==> src/rtl/celery_pkg.sv <==
// Shared types and helpers for the celery attribute stepper.
// The fp_sat helper is only reached when CELERY_ATTR_SAT_EN is defined.
package celery_pkg;

  localparam int ATTR_GUARD_BITS = 4;

  typedef enum logic [1:0] {
    CMD_EMIT     = 2'd0,
    CMD_STEP_PX  = 2'd1,
    CMD_STEP_NX  = 2'd2,
    CMD_NEXT_ROW = 2'd3
  } attr_cmd_e;

  typedef enum logic {
    ST_IDLE   = 1'b0,
    ST_ACTIVE = 1'b1
  } attr_state_e;

  // Clamp a sign-extended accumulator value to the signed fp_w range.
  // Callers keep fp_w <= 64.
  function automatic logic signed [63:0] fp_sat(input logic signed [63:0] v,
                                                input int fp_w);
    logic signed [63:0] hi;
    logic signed [63:0] lo;
    hi = (64'sd1 <<< (fp_w - 1)) - 64'sd1;
    lo = -hi - 64'sd1;
    if (v > hi)      return hi;
    else if (v < lo) return lo;
    else             return v;
  endfunction

endpackage

==> src/rtl/celery_attr_stepper_if.sv <==
// Setup / command / output handshake bundle of the attribute stepper.
interface celery_attr_stepper_if #(
  parameter int NUM_ATTR = 7,
  parameter int FP_W     = 32
);
  logic                     setup_valid;
  logic                     setup_ready;
  logic [NUM_ATTR*FP_W-1:0] setup_start;
  logic [NUM_ATTR*FP_W-1:0] setup_dx;
  logic [NUM_ATTR*FP_W-1:0] setup_dy;
  logic                     cmd_valid;
  logic                     cmd_ready;
  logic [1:0]               cmd_op;
  logic                     cmd_last;
  logic                     out_valid;
  logic                     out_ready;
  logic [NUM_ATTR*FP_W-1:0] out_attr;
  logic                     out_last;

  modport master (
    output setup_valid, setup_start, setup_dx, setup_dy,
    output cmd_valid, cmd_op, cmd_last, out_ready,
    input  setup_ready, cmd_ready, out_valid, out_attr, out_last
  );

  modport slave (
    input  setup_valid, setup_start, setup_dx, setup_dy,
    input  cmd_valid, cmd_op, cmd_last, out_ready,
    output setup_ready, cmd_ready, out_valid, out_attr, out_last
  );
endinterface

==> src/rtl/celery_attr_lane.sv <==
// One attribute channel: row/cur accumulators, gradients, step mux and
// output register. Output saturates when CELERY_ATTR_SAT_EN is defined.
module celery_attr_lane
  import celery_pkg::*;
#(
  parameter int FP_W       = 32,
  parameter int GUARD_BITS = ATTR_GUARD_BITS
) (
  input  logic            clk,
  input  logic            rst,
  input  logic            load,
  input  logic            step,
  input  attr_cmd_e       op,
  input  logic [FP_W-1:0] start,
  input  logic [FP_W-1:0] dx,
  input  logic [FP_W-1:0] dy,
  output logic [FP_W-1:0] attr
);
  localparam int ACC_W = FP_W + GUARD_BITS;

  logic signed [ACC_W-1:0] row_acc, cur_acc, dx_r, dy_r;
  logic signed [ACC_W-1:0] row_nxt, cur_nxt;
  logic        [FP_W-1:0]  attr_d;

  always_comb begin
    row_nxt = row_acc;
    cur_nxt = cur_acc;
    case (op)
      CMD_STEP_PX: cur_nxt = cur_acc + dx_r;
      CMD_STEP_NX: cur_nxt = cur_acc - dx_r;
      CMD_NEXT_ROW: begin
        row_nxt = row_acc + dy_r;
        cur_nxt = row_nxt;
      end
      default: ;
    endcase
  end

`ifdef CELERY_ATTR_SAT_EN
  assign attr_d = FP_W'(fp_sat(64'(cur_nxt), FP_W));
`else
  assign attr_d = cur_nxt[FP_W-1:0];
`endif

  always_ff @(posedge clk) begin
    if (rst) begin
      row_acc <= '0;
      cur_acc <= '0;
      dx_r    <= '0;
      dy_r    <= '0;
      attr    <= '0;
    end else if (load) begin
      row_acc <= ACC_W'(signed'(start));
      cur_acc <= ACC_W'(signed'(start));
      dx_r    <= ACC_W'(signed'(dx));
      dy_r    <= ACC_W'(signed'(dy));
    end else if (step) begin
      row_acc <= row_nxt;
      cur_acc <= cur_nxt;
      attr    <= attr_d;
    end
  end

endmodule

==> src/rtl/celery_attr_stepper.sv <==
// N-channel fixed-point attribute stepper: IDLE/ACTIVE FSM and handshakes
// around NUM_ATTR celery_attr_lane instances. Optional macro CELERY_ATTR_SAT_EN.
module celery_attr_stepper
  import celery_pkg::*;
#(
  parameter int NUM_ATTR   = 7,
  parameter int FP_W       = 32,
  parameter int FRAC_BITS  = 16,
  parameter int GUARD_BITS = ATTR_GUARD_BITS
) (
  input logic            clk,
  input logic            rst,
  celery_attr_stepper_if.slave bus
);
  // Output word = integer part + fraction; saturation bounds span the whole word.
  localparam int OUT_W = (FP_W - FRAC_BITS) + FRAC_BITS;

  attr_state_e state_q, state_d;
  attr_cmd_e   op;
  logic        setup_rdy, cmd_rdy;
  logic        setup_fire, cmd_fire;
  logic        out_valid_q, out_last_q;
  logic [NUM_ATTR-1:0][FP_W-1:0] attr_q;

  assign op = attr_cmd_e'(bus.cmd_op);

  always_comb begin
    state_d   = state_q;
    setup_rdy = 1'b0;
    cmd_rdy   = 1'b0;
    case (state_q)
      ST_IDLE: begin
        setup_rdy = 1'b1;
        if (bus.setup_valid) state_d = ST_ACTIVE;
      end
      ST_ACTIVE: begin
        cmd_rdy = !out_valid_q || bus.out_ready;
        if (bus.cmd_valid && cmd_rdy && bus.cmd_last) state_d = ST_IDLE;
      end
      default: state_d = ST_IDLE;
    endcase
  end

  assign setup_fire = setup_rdy && bus.setup_valid;
  assign cmd_fire   = cmd_rdy && bus.cmd_valid;

  // The last beat may still be stalled here after the FSM is back in IDLE.
  always_ff @(posedge clk) begin
    if (rst) begin
      state_q     <= ST_IDLE;
      out_valid_q <= 1'b0;
      out_last_q  <= 1'b0;
    end else begin
      state_q <= state_d;
      if (cmd_fire) begin
        out_valid_q <= 1'b1;
        out_last_q  <= bus.cmd_last;
      end else if (bus.out_ready) begin
        out_valid_q <= 1'b0;
      end
    end
  end

  for (genvar g = 0; g < NUM_ATTR; g++) begin : g_lane
    celery_attr_lane #(
      .FP_W       (OUT_W),
      .GUARD_BITS (GUARD_BITS)
    ) u_lane (
      .clk   (clk),
      .rst   (rst),
      .load  (setup_fire),
      .step  (cmd_fire),
      .op    (op),
      .start (bus.setup_start[g*FP_W +: FP_W]),
      .dx    (bus.setup_dx[g*FP_W +: FP_W]),
      .dy    (bus.setup_dy[g*FP_W +: FP_W]),
      .attr  (attr_q[g])
    );
  end

  assign bus.setup_ready = setup_rdy;
  assign bus.cmd_ready   = cmd_rdy;
  assign bus.out_valid   = out_valid_q;
  assign bus.out_last    = out_last_q;
  assign bus.out_attr    = attr_q;

endmodule

==> src/flat_wrapper.sv <==
// flat-port wrapper written by rule: the top's interface ports become plain ports
module celery_attr_stepper_flat import celery_pkg::*;
#(
  parameter int NUM_ATTR   = 7,
  parameter int FP_W       = 32,
  parameter int FRAC_BITS  = 16,
  parameter int GUARD_BITS = ATTR_GUARD_BITS
)
  (clk, rst, bus_setup_valid, bus_setup_start, bus_setup_dx, bus_setup_dy, bus_cmd_valid, bus_cmd_op, bus_cmd_last, bus_out_ready, bus_setup_ready, bus_cmd_ready, bus_out_valid, bus_out_attr, bus_out_last);
  celery_attr_stepper_if #(.NUM_ATTR(NUM_ATTR), .FP_W(FP_W)) bus_i ();
  input logic clk;
  input logic rst;
  input wire logic [$bits(bus_i.setup_valid)-1:0] bus_setup_valid;
  input wire logic [$bits(bus_i.setup_start)-1:0] bus_setup_start;
  input wire logic [$bits(bus_i.setup_dx)-1:0] bus_setup_dx;
  input wire logic [$bits(bus_i.setup_dy)-1:0] bus_setup_dy;
  input wire logic [$bits(bus_i.cmd_valid)-1:0] bus_cmd_valid;
  input wire logic [$bits(bus_i.cmd_op)-1:0] bus_cmd_op;
  input wire logic [$bits(bus_i.cmd_last)-1:0] bus_cmd_last;
  input wire logic [$bits(bus_i.out_ready)-1:0] bus_out_ready;
  output wire logic [$bits(bus_i.setup_ready)-1:0] bus_setup_ready;
  output wire logic [$bits(bus_i.cmd_ready)-1:0] bus_cmd_ready;
  output wire logic [$bits(bus_i.out_valid)-1:0] bus_out_valid;
  output wire logic [$bits(bus_i.out_attr)-1:0] bus_out_attr;
  output wire logic [$bits(bus_i.out_last)-1:0] bus_out_last;
  assign bus_i.setup_valid = bus_setup_valid;
  assign bus_i.setup_start = bus_setup_start;
  assign bus_i.setup_dx = bus_setup_dx;
  assign bus_i.setup_dy = bus_setup_dy;
  assign bus_i.cmd_valid = bus_cmd_valid;
  assign bus_i.cmd_op = bus_cmd_op;
  assign bus_i.cmd_last = bus_cmd_last;
  assign bus_i.out_ready = bus_out_ready;
  assign bus_setup_ready = bus_i.setup_ready;
  assign bus_cmd_ready = bus_i.cmd_ready;
  assign bus_out_valid = bus_i.out_valid;
  assign bus_out_attr = bus_i.out_attr;
  assign bus_out_last = bus_i.out_last;
  celery_attr_stepper #(.NUM_ATTR(NUM_ATTR), .FP_W(FP_W), .FRAC_BITS(FRAC_BITS), .GUARD_BITS(GUARD_BITS)) u_core (.clk(clk), .rst(rst), .bus(bus_i));
endmodule
==> config.mk <==
export PLATFORM = sky130hd
export DESIGN_NAME = celery_attr_stepper_flat
export DESIGN_NICKNAME = d
export VERILOG_FILES = /design/src/rtl/celery_pkg.sv /design/src/rtl/celery_attr_stepper_if.sv /design/src/rtl/celery_attr_lane.sv /design/src/rtl/celery_attr_stepper.sv /design/src/flat_wrapper.sv
export SDC_FILE = /design/constraint.sdc
export NUM_CORES = 2
export LEC_CHECK = 0
export CAP_MARGIN = 20
export CELL_PAD_IN_SITES_DETAIL_PLACEMENT = 0
export CELL_PAD_IN_SITES_GLOBAL_PLACEMENT = 1
export CORE_UTILIZATION = 40
export CTS_BUF_LIST = sky130_fd_sc_hd__clkbuf_4
export DETAILED_ROUTE_END_ITERATION = 10
export PLACE_DENSITY = 0.91
export SETUP_SLACK_MARGIN = 0.3
export SYNTH_ARGS = -nofsm -noshare
export SYNTH_HDL_FRONTEND = slang
export SYNTH_SLANG_ARGS = --single-unit
==> constraint.sdc <==
create_clock -name clk -period 7.1 [get_ports clk]
set_input_delay 0.71 -clock clk [delete_from_list [all_inputs] [get_ports clk]]
set_output_delay 0.71 -clock clk [all_outputs]
set_load 0.005 [all_outputs]
Yosys cells after proc, flatten, opt, wreduce, memory -nomap -nowiden
Index checks and enable logic that the tools add are counted.

Bits in registers: 1179. Logic and storage cells: 133. Bits of input ports: 680. Output and inout bits: 228.

$add $sub $neg: 21. Eq/ne operators: 3. Reductions and logical operators: 13. Multiplexer cells: 49. Bitwise logic cells: 2.

Operators with widths (count): 36-bit 2-to-1 mux (35); 36-bit one-hot mux with 3 select lines (7); 36-bit by 32-bit adder with 36-bit output (14); 36-bit by 32-bit subtractor with 36-bit output (7); 1-bit 2-to-1 mux (6); 2-bit AND reduction (3); 2-bit nonzero test (3); 2-bit equality test, second input constant (2); 1-bit logical AND (4); 4-bit nonzero test (1); 2-bit by 1-bit equality test with 1-bit output, second input constant (1); 1-bit NOT (2); 1-bit one-hot mux with 2 select lines (1); 1-bit zero test (1); 1-bit logical OR (1).

Logic depth before layout (Yosys ltp)
Word-level depth: 6. Depth in mapped cells: 22.

Modules after synthesis
A second synthesis with hierarchy kept.

Cell total of the unflattened synthesis: 9537. Area total of the unflattened synthesis: 75611.3 µm².

By module, submodules not included: celery_attr_lane (u_core.g_lane[0].u_lane ...) (area an instance 11025.6 µm², cells an instance 1390, times used 3); celery_attr_lane (u_core.g_lane[1].u_lane) (area an instance 10724.0 µm², cells an instance 1366, times used 1); celery_attr_lane (u_core.g_lane[6].u_lane) (area an instance 10603.9 µm², cells an instance 1343, times used 1); celery_attr_lane (u_core.g_lane[4].u_lane) (area an instance 10532.6 µm², cells an instance 1326, times used 1); celery_attr_lane (u_core.g_lane[5].u_lane) (area an instance 10530.1 µm², cells an instance 1316, times used 1); celery_attr_stepper (area an instance 143.9 µm², cells an instance 16, times used 1).

Worst setup path after synthesis
Ideal clock, no wire load.

Kind: input to register. Start: input port bus_cmd_op[0]. End: register u_core.g_lane[6].u_lane.attr[26]. Path buffers: 3. Library setup time: 0.143 ns. Cell stages on the path: 18. Path slack: 2.451 ns. Arrival time: 4.505 ns. Cells stage by stage: inv_1 > ha_1 > buf_2 > clkbuf_1 > clkbuf_1 > mux2i_1 > fa_1 > a21oi_1 > o21ai_1 > a2111oi_0 > o21ai_1 > and2_1 > a31oi_2 > nor3_1 > or4_1 > a32o_1 > nand2_1 > o311ai_0.

Longest elaborated chain between the ends: 2. Elaborated cells on any way between the ends: 4. Classes of those cells: 3 x eq/ne; 1 x mux.

Ends and longest elaborated chain: from (decl) (line flat_wrapper.sv:18) `input wire logic [$bits(bus_i.cmd_op)-1:0] bus_cmd_op;`; 2-bit equality test / 2-bit by 1-bit equality test with 1-bit output (equally long branches) (line celery_attr_lane.sv:28) `case (op)`; 36-bit one-hot mux with 3 select lines * (line celery_attr_lane.sv:28); to (signal assigned) (line celery_attr_lane.sv:60) `attr <= attr_d;`; to (decl) (line celery_attr_lane.sv:17) `output logic [FP_W-1:0] attr`.

Mark *: on every way between the ends. The rest lies on a longest branch, timed or not. A chain may end at the register's enable or synchronous reset.

Worst setup path in the final report
Start: register u_core.g_lane[2].u_lane.dx_r[2]. End: register u_core.g_lane[2].u_lane.cur_acc[31].

Longest elaborated chain between the ends: 4. Elaborated cells on any way between the ends: 5. Classes of those cells: 2 x add/sub; 3 x mux.

Ends and longest elaborated chain: from (decl) (line celery_attr_lane.sv:21) `logic signed [ACC_W-1:0] row_acc, cur_acc, dx_r, dy_r;`; from (signal assigned) (line celery_attr_lane.sv:55) `dx_r <= ACC_W'(signed'(dx));`; 36-bit by 32-bit subtractor with 36-bit output / 36-bit by 32-bit adder with 36-bit output (equally long branches) (line celery_attr_lane.sv:30, celery_attr_lane.sv:29); 36-bit one-hot mux with 3 select lines * (line celery_attr_lane.sv:28); 36-bit 2-to-1 mux * (line celery_attr_lane.sv:57) `end else if (step) begin`; 36-bit 2-to-1 mux * (line celery_attr_lane.sv:52) `end else if (load) begin`; to (signal assigned) (line celery_attr_lane.sv:54) `cur_acc <= ACC_W'(signed'(start));`; to (signal assigned) (line celery_attr_lane.sv:59) `cur_acc <= cur_nxt;`; to (decl) (line celery_attr_lane.sv:21).

Mark *: on every way between the ends. The rest lies on a longest branch, timed or not. The select of a mux whose other input is x is not followed.

==> impl_metrics.py <==
metrics = {
    "outcome": {
        "status": "finished clean",
    },
    "yosys": {
        "netlist_instances": 9260,
        "async_reset_ff_share_pct": 0,
        "synth.ff_latch_count": 1123,
        "synth_edf_count": 0,
        "synth_top_cell_area_share_pct": 32.3,
        "synth_area_um2": 69600,
        "synth_area_leaders": "dfxtp_1 32%, a21oi_1 10%, nand2_1 9.6%",
        "postSynthAreaPerCell_um2": 7.51,
        "netlist-cell-type-count": 96,
        "synth_top_flop_cell": "dfxtp_1",
        "yosysWarnings": 0,
        "syn_nets": 10398,
        "synth_area_leader_cell": "dfxtp_1",
        "synth-seq-area-share_pct": 32.3,
    },
    "setup_path": {
        "cp-end-kind": "register",
        "crit_chain": "nor3_1 > nand2b_1 > nor4_1 > nand2_1 > nor3_1 > nand2b_1 > nor4_1 > a21oi_1 > xnor2_1 > ha_1 > a21o_1 > a31o_2 > a41oi_1 > nor3_1 > or3_1 > xnor2_1 > a21oi_1 > a31oi_1",
        "critPathMaxFanout": 6,
        "cp.buffers_inverters": 0,
        "cp_slowest_cell": "nor4_1",
        "crit_top_cell": "nor3_1",
        "cpLargestDelayFamily": "simple AND/OR/NAND/NOR gates",
        "path_class": "register to register",
        "critPathRequiredTime_ns": 8.31,
        "slowest_delay_ns": 0.87,
        "arrival_ns": 6.71,
        "start_kind": "register",
    },
    "layout": {
        "syn2layout_area_growth_pct": 29.5,
        "nets": 11724,
        "fillers": 16339,
        "drive_above_1_share_pct": 6.21,
    },
    "sta": {
        "worst_clock_skew_ns": 0.106,
        "hold_viol_final": 0,
        "fin_crit_ns": 5.51,
        "fin_crit_sh_pct": 77.5,
        "setup_ws_ns": 1.59,
        "worst_pin_slew_ns": 1.33,
        "fmax_mhz": 182,
        "setup_viol": 0,
        "setup_tns_ns": 0,
        "drv_slew": 0,
        "rsz0062_at_grt": "no",
        "max_slew_margin_pct": 11.1,
    },
    "route": {
        "final_antenna_net_count": 0,
        "dr_total_vias": 76995,
        "drt_wl_total_um": 315000,
        "via_per_inst": 5.87,
        "drc_errors": 0,
        "drt_iter0_drc": 6970,
        "drt-pass1-iter-count": 8,
        "wl_per_cell_um": 24.0,
    },
    "floorplanning": {
        "boundaryPins": 908,
        "start_util_pct": 40.4,
        "die_x_um": 419,
        "die_area_um2": 176000,
        "die_h_um": 419,
        "std_cell_rows": 152,
        "fp.coreArea_um2": 172000,
    },
    "pwr": {
        "ir_drop_uv": 163,
        "leakage_nw": 36.4,
        "powerDensity_nw_per_um2": 217,
    },
    "clock_network": {
        "cts_buffer_depth": 4,
        "numCtsBuffers": 343,
        "cts_tree": "yes",
        "clkSinkCount": 1123,
        "clock_latency_ns": 1.40,
        "h-tree-depth": 5,
        "cts_setup_buffers": 0,
        "clkTransAtPathRegs_ns": 0.07,
        "cts-root-buf": "clkbuf_4",
    },
    "global_route": {
        "grt_pass1_vias": 74067,
        "grt_first_pass_wirelength_um": 459000,
        "grt_max_degree": 194,
        "grt_use_total_pct": 34.2,
        "grt_overflow_total": 0,
        "antenna_found_initial": 30,
    },
    "placed_design": {
        "place_congestion": 1.01,
        "post-dp-hpwl_um": 222000,
        "place.port_buffers": 907,
        "place_ws_ns": 1.12,
    },
    "hold_path": {
        "hp-class": "input pin to register",
    },
    "run": {
        "max-cap-violations": 0,
    },
}
synth_stat cells, types with 18 or more instances:
master / n
a211oi_1: 88
a21o_1: 257
a21oi_1: 1432
a221o_1: 49
a221oi_1: 47
a22o_1: 23
a22oi_1: 142
a311oi_1: 24
a31o_2: 18
a31oi_1: 195
and2_1: 34
and3_1: 58
buf_1: 38
clkbuf_1: 532
dfxtp_1: 1123
ha_1: 444
inv_1: 168
mux2i_1: 21
nand2_1: 1771
nand2b_1: 58
nand3_1: 142
nand4_1: 56
nor2_1: 566
nor2b_1: 49
nor3_1: 160
nor4_1: 68
o211ai_1: 84
o21a_1: 52
o21ai_0: 499
o21bai_1: 65
o22ai_1: 39
o311ai_0: 29
o31ai_1: 26
or3_1: 46
xnor2_1: 440
xor2_1: 157
per-layer routing:
metal	part of all wire, %	GRT usage [%]	vias to the layer above	wire length, um
met5	0.011	0	-	34
met4	8.8	27.9	4	27600
met3	7.1	5.52	922	22200
met2	44	53.3	3564	140000
met1	40	41.6	36569	125000
li1	-	-	35936	-
flip-flops by register name (all words and copies together) (netlist names):
| name | cells |
|---|---|
| u_core.g_lane.u_lane.dx_r | 224 |
| u_core.g_lane.u_lane.dy_r | 224 |
| u_core.g_lane.u_lane.cur_acc | 224 |
| u_core.bus.out_valid | 1 |
| u_core.g_lane.u_lane.row_acc | 224 |
| u_core.state_q | 1 |
| u_core.bus.out_last | 1 |
| u_core.g_lane.u_lane.attr | 224 |
through the flow:
step	area (um2)	cells	util (%)	hold slack [ns]	power (mW)
finish	90100	13127	52.3	0.0752	19.6
global route	90100	13127	52.3	0.0202	20.5
CTS	90000	13104	52.3	0.00105	19.5
detailed placement	80400	11980	46.7	0.442	13.1
global placement	80300	11978	46.7	0.439	13.0
floorplan	69600	9260	-	0.436	11.0
worst paths after layout:
check                                                start                                               end  slack [ns]  depth (start not counted)
max           u_core.g_lane[2].u_lane.dx_r[2]$_SDFFE_PP0P_  u_core.g_lane[2].u_lane.cur_acc[31]$_SDFFE_PP0P_        1.59                         18
max reg2reg   u_core.g_lane[2].u_lane.dx_r[2]$_SDFFE_PP0P_  u_core.g_lane[2].u_lane.cur_acc[31]$_SDFFE_PP0P_        1.59                         18
min                                   bus_setup_start[107]  u_core.g_lane[3].u_lane.cur_acc[11]$_SDFFE_PP0P_        0.08                          3
min reg2reg  u_core.g_lane[6].u_lane.attr[15]$_SDFFE_PP0P_     u_core.g_lane[6].u_lane.attr[15]$_SDFFE_PP0P_        0.45                          2
cell usage in the layout (no fill, tap or decap), types with 157 or more instances in the layout:
cell / Yosys / final
a21oi_1: 1432 / 1432
xor2_1: 157 / 157
clkdlybuf4s50_1: 0 / 906
nor2_1: 566 / 558
nor3_1: 160 / 160
a31oi_1: 195 / 195
nand2_1: 1771 / 1767
dfxtp_1: 1123 / 1123
clkbuf_4: 2 / 473
a21o_1: 257 / 257
ha_1: 444 / 441
inv_1: 168 / 167
dlygate4sd3_1: 1 / 571
xnor2_1: 440 / 440
o21ai_0: 499 / 499
kinds of logic (layout without fill, tap and decap cells):
family                   after synthesis  count (layout)  share of synthesized area (%)
AO/OA/AOI/OAI                       3210            3210                           28.0
buffers and inverters                751            2285                           4.10
flip-flops                          1123            1123                           32.3
XOR/XNOR                             599             599                           7.57
AND/OR/NAND/NOR                     3092            3092                           19.2
other                                  0              23                              0
multiplexers                          27              27                          0.399
adder cells (fa/ha/maj)              458             458                           8.39
area by class of cell:
cell class / instances / area, um2 / area share [%]
multi-input combinational: 7386 / 44400 / 49.3
sequential: 1123 / 22500 / 25.0
timing repair buffer: 1561 / 15700 / 17.4
clock buffer: 473 / 3550 / 3.94
tap: 2310 / 2890 / 3.21
inverter: 171 / 657 / 0.729
clock inverter: 80 / 402 / 0.446
antenna: 23 / 57.6 / 0.0639
repair_timing:
action	4_1_cts	5_1_grt
resized for setup	0	0
hold buffers	571	0
endpoints found under the hold margin	668	0
where the power goes:
| group | internal, mW | total [mW] | switching, mW | leakage (nW) |
|---|---|---|---|---|
| logic | 2.60 | 6.18 | 3.58 | 24.8 |
| clock network | 3.15 | 6.22 | 3.07 | 2.38 |
| registers | 6.73 | 7.17 | 0.441 | 9.22 |
| total | 12.5 | 19.6 | 7.09 | 36.4 |
worst reg2reg max path, stage by stage, from the launching register on:
cell	delay (ns)
dfxtp_1	0.39
nor3_1	0.27
nand2b_1	0.15
nor4_1	0.38
nand2_1	0.23
nor3_1	0.29
nand2b_1	0.16
nor4_1	0.87
a21oi_1	0.19
xnor2_1	0.18
ha_1	0.40
a21o_1	0.24
a31o_2	0.22
a41oi_1	0.44
nor3_1	0.12
or3_1	0.35
xnor2_1	0.16
a21oi_1	0.21
a31oi_1	0.11
Note: power is estimated with default switching activity, not from simulation.
